### src/rtl/onehot_grant_decoder.sv
// Registered binary-to-one-hot grant decoder. Each accepted code drives one
// grant line for HOLD cycles; in_ready throttles the upstream encoder meanwhile.
module onehot_grant_decoder #(
  parameter int IN_W = 2,
  parameter int HOLD = 3
) (
  input  logic                 clk,
  input  logic                 rst_n,
  input  logic [IN_W-1:0]      in_code,
  input  logic                 in_valid,
  output logic                 in_ready,
  input  logic                 flush,
  output logic [2**IN_W-1:0]   out_onehot,
  output logic                 out_valid,
  output logic [7:0]           grant_cnt
);

  localparam int OUT_W = 2**IN_W;

  typedef enum logic {
    S_IDLE,
    S_HOLD
  } state_t;

  state_t           r_state, w_state_nxt;
  logic [7:0]       r_cnt, w_cnt_nxt;
  logic [OUT_W-1:0] r_onehot, w_onehot_nxt;
  logic             r_valid, w_valid_nxt;
  logic [7:0]       r_grant_cnt, w_grant_cnt_nxt;
  logic [OUT_W-1:0] w_dec;

  assign w_dec = OUT_W'(1) << in_code;

  always_ff @(posedge clk or negedge rst_n) begin
    if (!rst_n) begin
      r_state     <= S_IDLE;
      r_cnt       <= '0;
      r_onehot    <= '0;
      r_valid     <= 1'b0;
      r_grant_cnt <= '0;
    end else begin
      r_state     <= w_state_nxt;
      r_cnt       <= w_cnt_nxt;
      r_onehot    <= w_onehot_nxt;
      r_valid     <= w_valid_nxt;
      r_grant_cnt <= w_grant_cnt_nxt;
    end
  end

  // Flush takes priority over both acceptance and hold countdown.
  always_comb begin
    w_state_nxt     = r_state;
    w_cnt_nxt       = r_cnt;
    w_onehot_nxt    = r_onehot;
    w_valid_nxt     = r_valid;
    w_grant_cnt_nxt = r_grant_cnt;
    if (flush) begin
      w_state_nxt  = S_IDLE;
      w_cnt_nxt    = '0;
      w_onehot_nxt = '0;
      w_valid_nxt  = 1'b0;
    end else begin
      case (r_state)
        S_IDLE: begin
          if (in_valid) begin
            w_state_nxt     = S_HOLD;
            w_cnt_nxt       = 8'(HOLD - 1);
            w_onehot_nxt    = w_dec;
            w_valid_nxt     = 1'b1;
            w_grant_cnt_nxt = r_grant_cnt + 8'd1;
          end
        end
        S_HOLD: begin
          if (r_cnt == 8'd0) begin
            w_state_nxt  = S_IDLE;
            w_onehot_nxt = '0;
            w_valid_nxt  = 1'b0;
          end else begin
            w_cnt_nxt = r_cnt - 8'd1;
          end
        end
        default: begin
          w_state_nxt  = S_IDLE;
          w_cnt_nxt    = '0;
          w_onehot_nxt = '0;
          w_valid_nxt  = 1'b0;
        end
      endcase
    end
  end

  assign in_ready   = (r_state == S_IDLE);
  assign out_onehot = r_onehot;
  assign out_valid  = r_valid;
  assign grant_cnt  = r_grant_cnt;

endmodule

### config.mk
export PLATFORM = sky130hd
export DESIGN_NAME = onehot_grant_decoder
export DESIGN_NICKNAME = d
export VERILOG_FILES = /design/src/rtl/onehot_grant_decoder.sv
export SDC_FILE = /design/constraint.sdc
export NUM_CORES = 1
export LEC_CHECK = 0
export ABC_AREA = 1
export CELL_PAD_IN_SITES_DETAIL_PLACEMENT = 0
export CELL_PAD_IN_SITES_GLOBAL_PLACEMENT = 1
export CORE_UTILIZATION = 41
export CTS_CLUSTER_DIAMETER = 60
export DETAILED_ROUTE_END_ITERATION = 10
export PLACE_DENSITY = 0.88
export SLEW_MARGIN = 20
export SYNTH_ARGS = -nofsm -noshare
export SYNTH_HDL_FRONTEND = slang
export SYNTH_SLANG_ARGS = --single-unit
### constraint.sdc
create_clock -name clk -period 3.46 [get_ports clk]
set_input_delay 0.519 -clock clk [delete_from_list [all_inputs] [get_ports clk]]
set_output_delay 0.519 -clock clk [all_outputs]
set_load 0.01 [all_outputs]
==> metrics.md, run 1 <==
| Metric | Value |
|---|---|
| Status | completed |
| Worst setup EP type | output port |
| ANT nets after route | 0 |
| Syn_area_per_cell | 8.168 um2 |
| WS Path Type | reg2out |
| RSZ-0062 raised after global routing | no |
| Final global-route overflow total | 0 |
| Synth top cells by count | nand2_1, inv_1, dfrtp_1, nor2_1, nand3_1 |
| Pleak | 0.7134 nW |
| DP HPWL | 1635 um |
| Cell Pwr Density | 739.0 mW/mm2 |
| Yosys reg bits | 22 |
| Ant. Diodes | 0 |
| Vias per inst | 4.798 |
| Syn_nets | 152 |
| IR drop worst, VDD | 455.7 uV |
| Reg area | 550.5 um2 |
| Gates resized, CTS repair | 0 |
| Core Area | 0.002734 mm2 |
| Drt wl/cell | 11.20 um |
| Die area | 0.003087 mm2 |
| Final Worst Setup Slack | 1.451 ns |
| GR Util All Layers | 15.69% |
| Max cap viols | 0 |
| CTS Root Cell | clkbuf_4 |
| Via count | 950 |
| Ys Warns | 0 |
| Pwr Total | 1.073 mW |
| CTS buffer count | 3 |
| Routed wire length | 2218 um |
| Num ports | 20 |
| Final min period | 2.009 ns |
| Max Fclk | 497.8 MHz |
| Clock sink count | 22 |
| First-pass GRT wire length | 3801 um |
| Post-CTS setup buffer count | 0 |
| Skew-Pair Late Insertion Delay | 0.31 ns |
| Clock Tree Buf Depth | 2 |
| Final Hold Viols | 0 |
| Final setup fails | 0 |
| Share of the synthesized area in the top cell type | 46.81% |
| Min-delay worst type | in2async |
| Routability congestion estimate | 0.7492 |
| Number of global-route vias before repair | 848 |
| Cell area after layout | 0.001453 mm2 |
| Yosys top cell by area | dfrtp_1 |
| Clock slew at reported path FFs | 0.13 ns |
| CTS tree | built |
| Final Net Count | 176 |
| Rel. slew slack | 67.16% |
| Area of the multi-input gates | 539.3 um2 |
| Distinct cells, synth | 21 |
| Syn Std Cell Area | 0.001176 mm2 |
| Initial Util | 43.02% |
| Most frequent cell after synthesis | nand2_1 |
| Max Slew Vio Count | 0 |
| Layout Skew | 0.004023 ns |
| H-tree depth | 1 |
| Share of cells above drive strength 1 | 11.38% |
| Antenna violations before repair | 0 |
| Worst hold margin | 0.1488 ns |
| Die Width | 55.56 um |
| Sequential cell area fraction in the yosys report | 46.81% |
| # port buffers | 19 |
| Slew of the pin with the lowest slew margin | 0.4925 ns |
| CP startpoint kind | register |
| Post-synth EDFFs | 0 |
| DRC Markers | 0 |
| Pre-CTS setup slack | 1.547 ns |
| Pin count of the biggest net entering global routing | 23 |
| Placement-stage cell area | 0.001405 mm2 |
| # hold bufs at CTS | 0 |
| FFs w/ async S/R, synth | 100.0% |
| Final worst-path cycle share | 58.05% |
| Worst EP required | 2.94 ns |
| Worst Path Arrival | 1.49 ns |
| Die height | 55.56 um |
| Total Neg Setup Slack | 0 ns |
| Reg2reg setup slack | 1.83 ns |
| Top post-synthesis cells by area | dfrtp_1, nand2_1, inv_1 |
| Row cnt | 19 |
| Synth Instances | 144 |
| Initial DRC Count | 23 |
| Layout overhead on the synthesized area | 23.51% |
| First-pass DRT Iterations | 4 |
| FILL cells | 253 |
| Synth Flop Type | dfrtp_1 |
| CP Max Fanout | 5 |
==> critical path, cell delays in order, from the launching register on <==
cell	delay, ns
dfrtp_1	0.47
inv_1	0.16
clkdlybuf4s50_1	0.55
==> flip-flops by register name, indices dropped and copies added (netlist names) <==
name / count
out_onehot: 4
r_cnt: 8
grant_cnt: 8
r_state: 1
out_valid: 1
==> final cells by class <==
type                            count  share of cell area, %
Timing Repair Buffer               19                  12.75
Sequential cell                    22                  37.90
Clock buffer                        3                  1.550
Tap cell                           31                  2.670
Inverter                           23                  5.943
Clock inverter                      1                  2.067
Multi-Input combinational cell     99                  37.12
==> layer usage <==
metal  up-vias  share of wire [%]  global-route usage, %
li1        494                  -                      -
met1       435                 46                  20.85
met2        19                 50                  25.13
met3         2                3.4                  3.044
met4         0               0.68                  6.429
met5         -                  0                      0
==> power breakdown <==
group / switching (mW) / internal, mW / leakage (nW)
Sequential: 0.0818 / 0.327 / 0.291
Clock: 0.0810 / 0.117 / 0.0279
Combinational: 0.266 / 0.201 / 0.394
Total: 0.428 / 0.645 / 0.713
==> cells by family (layout without fill, tap and decap cells) <==
kind of cell	count (synthesis)	in the layout	share of synthesized area (%)
simple gates	80	80	32.98
buf+inv	23	46	7.340
flops	22	22	46.81
compound gates	11	11	6.277
xor+xnor	6	6	4.468
fa+ha+maj	2	2	2.127
==> cells in the final DEF, fill, tap and decap left out <==
cell	synthesis	routed
inv_1	23	23
o21ai_1	3	3
ha_1	2	2
nor2_1	14	14
nand2_4	2	2
nor2_4	3	3
nand3_2	1	1
clkbuf_4	0	3
nand2_2	3	3
nor3_1	2	2
xor2_1	2	2
clkdlybuf4s50_1	0	18
a21oi_4	1	1
nand4_1	5	5
nand3_1	11	11
a21oi_1	1	1
or2_4	1	1
dfrtp_1	22	22
bufinv_16	0	1
nand2_1	37	37
nor2_2	1	1
xnor2_1	4	4
o21ai_0	4	4
buf_2	0	1
o21ai_2	2	2
==> per-stage QoR <==
stage	util [%]	cells
finish	53.14	198
global route	53.14	198
CTS	53.32	198
detailed placement	51.40	194
global placement	51.40	194
floorplan	-	144
==> path summary, 6_finish.rpt <==
| path | start | end | cells past startpoint |
|---|---|---|---|
| min | rst_n | r_cnt[4] | 1 |
| max reg2reg | r_cnt[0] | out_onehot[2] | 9 |
| max | r_state | in_ready | 2 |
| max in group asynchronous | rst_n | r_cnt[0] | 1 |
| min in group clk | grant_cnt[7] | grant_cnt[7] | 1 |
| min reg2reg | grant_cnt[7] | grant_cnt[7] | 1 |
No activity file was read; power rests on OpenSTA's default activity.
==> run 2: changes to the inputs <==
CORE_UTILIZATION = 34   (was 41)
PLACE_DENSITY = 0.78   (was 0.88)
clock period = 1.7 ns   (was 3.46 ns; I/O delays follow)
==> run 2 against run 1 <==
Setup slack got worse by 1.4 ns. Design area is 1.8% higher. Die area grew 20%.
==> metrics.md, run 2 (synthesis gave the netlist of run 1 again) <==
| Metric | Value |
|---|---|
| Met2 WL post-DR | 1119 um (+1.5%) |
| Die height | 60.82 um (+9.5%) |
| Clock sink count | 22 (unchanged) |
| Placed insts | 211 (+8.8%) |
| Pin count of the biggest net entering global routing | 23 (unchanged) |
| Clock slew at reported path FFs | 0.12 ns (about the same) |
| DRC Markers | 0 (unchanged) |
| Worst Path Arrival | 1.37 ns (-0.12 ns) |
| # hold bufs at CTS | 0 (unchanged) |
| Drt wl/cell | 10.71 um (-4.4%) |
| IR drop worst, VDD | 616.4 uV (+35%) |
| Final Hold Viols | 0 (unchanged) |
| Die area | 0.003698 mm2 (+20%) |
| Metal-1 WL | 1094 um (+6.9%) |
| CP Max Fanout | 6 (+1) |
| Pleak | 0.7191 nW (+0.80%) |
| Row cnt | 20 (+1) |
| GR Util All Layers | 15.48% (-0.21 points) |
| CTS Root Cell | clkbuf_4 |
| Number of global-route vias before repair | 979 (+15%) |
| Status | completed |
| Cell Pwr Density | 1412 mW/mm2 (+91%) |
| Met3 WL | 65 um (-14%) |
| Routed wire length | 2292 um (+3.3%) |
| # port buffers | 19 (unchanged) |
| CTS buffer count | 3 (unchanged) |
| Min-delay worst type | in2async |
| Crit-path max cell delay | 0.58 ns (+0.03 ns) |
| Skew-Pair Late Insertion Delay | 0.30 ns (about the same) |
| Final core occ | 46.54% (-6.6 points) |
| Core Area | 0.003178 mm2 (+16%) |
| FILL cells | 329 (+30%) |
| Via count | 960 (+1.1%) |
| CP startpoint kind | register |
| Initial DRC Count | 45 (+96%) |
| Max Fclk | 614.0 MHz |
| Layout Skew | 0.004540 ns (+0.0005172 ns) |
| Layout overhead on the synthesized area | 25.74% |
| Commonest non-fill, non-tap cell in the layout | nand2_1 |
| CP delay by family, top | buffers and inverters |
| Ant. Diodes | 0 (unchanged) |
| Vias per inst | 4.486 (-6.5%) |
| Num ports | 20 (unchanged) |
| Rel. slew slack | 79.79% (+13 points) |
| CTS tree | built |
| Final std cells w/o fill | 214 (+8.1%) |
| Top layer in use | met4 |
| Worst Path Buf+Inv | 1 (-1) |
| Final Worst Setup Slack | 0.07131 ns (-1.380 ns) |
| Max Slew Vio Count | 0 (unchanged) |
| Cell chain of the critical path | clkdlybuf4s50_1 |
| WS Path Type | reg2out |
| Post-CTS setup buffer count | 0 (unchanged) |
| Final global-route overflow total | 0 (unchanged) |
| H-tree depth | 1 (unchanged) |
| Final Net Count | 180 (+2.3%) |
| Worst EP required | 1.44 ns (-1.50 ns) |
| Final worst-path cycle share | 95.81% |
| Routability congestion estimate | 0.8277 (+10%) |
| Die Width | 60.82 um (+9.5%) |
| Worst setup EP type | output port |
| Share of cells above drive strength 1 | 13.53% (+2.2 points) |
| Max cap viols | 0 (unchanged) |
| Final min period | 1.629 ns |
| Final setup fails | 0 (unchanged) |
| Total Neg Setup Slack | 0 ns (unchanged) |
| Initial Util | 37.01% (-6.0 points) |
| Antenna violations before repair | 0 (unchanged) |
| Slew of the pin with the lowest slew margin | 0.3009 ns (-0.1917 ns) |
| Commonest non-fill, non-tap cells in the layout | nand2_1, inv_1, dfrtp_1, clkdlybuf4s50_1, nor2_1 |
| First-pass DRT Iterations | 4 (unchanged) |
| DP HPWL | 1777 um (+8.7%) |
| Pre-CTS setup slack | 0.1704 ns (-1.377 ns) |
| Reg2reg setup slack | 0.20 ns (-1.63 ns) |
| Slowest cell on the critical path | clkdlybuf4s50_1 |
| Clock Tree Buf Depth | 2 (unchanged) |
| First-pass GRT wire length | 4209 um (+11%) |
| RSZ-0062 raised after global routing | no |
| ANT nets after route | 0 (unchanged) |
run 2: cell count changes in the layout (fill, tap and decap cells not counted):
cell	previous run	this run
buf_4	0	4
dlygate4sd2_1	0	1
dfrtp_2	0	1
nor3_2	0	1
buf_2	1	0
dfrtp_1	22	21
nor3_1	2	1
bufinv_16	1	0
run 2: worst paths after layout:
kind | end | cells after the start | start
worst max-delay path | grant_cnt[3] | 1 | grant_cnt[3]
worst min-delay path | r_cnt[2] | 2 | rst_n
worst max register to register | r_cnt[4] | 9 | r_cnt[0]
worst min register to register | grant_cnt[7] | 1 | grant_cnt[7]
max in group asynchronous | r_state | 2 | rst_n
min in group clk | grant_cnt[7] | 1 | grant_cnt[7]
run 2: area by class of cell:
class                   count  area [um2]  share of cell area [%]
flip-flops and latches     22       551.8                   37.31
multi-input cells          99       544.3                   36.80
repair buffers             23       219.0                   14.81
inverters                  23       86.33                   5.838
well taps                  44       55.05                   3.723
clock buffers               3       22.52                   1.523
run 2: per-layer routing:
metal  vias up  GRT usage (%)
li1        506              -
met1       439          18.68
met2        13          27.94
met3         2          3.412
met4         0          3.896
met5         -              0
run 2: metrics by stage:
| stage | total power, mW | cell area (um2) | hold slack (ns) |
|---|---|---|---|
| 6_report | 2.088 | 1479 | 0.2901 |
| 5_1_grt | 2.290 | 1479 | 0.3209 |
| 4_1_cts | 2.100 | 1474 | 0.2942 |
| 3_5_place_dp | 1.863 | 1451 | 0.4661 |
| 3_3_place_gp | 1.848 | 1451 | 0.4626 |
| 2_1_floorplan | 1.458 | 1176 | -0.04059 |
run 2: power by group:
group          switching (mW)  internal, mW
clock network           0.151        0.0825
logic                   0.557         0.455
registers               0.176         0.667
run 2: what timing repair did:
| item | in CTS | in global routing |
|---|---|---|
| gates cloned | 0 | 0 |
| endpoints found under the setup margin | 1 | 1 |
| resized for setup | 2 | 1 |
==> run 3: changes to the inputs <==
HOLD_SLACK_MARGIN = 0.12   (was default)
SLEW_MARGIN = 5   (was 20)
==> results of run 3 <==
No change in the layout: final DEF, timing and power equal those of run 2.
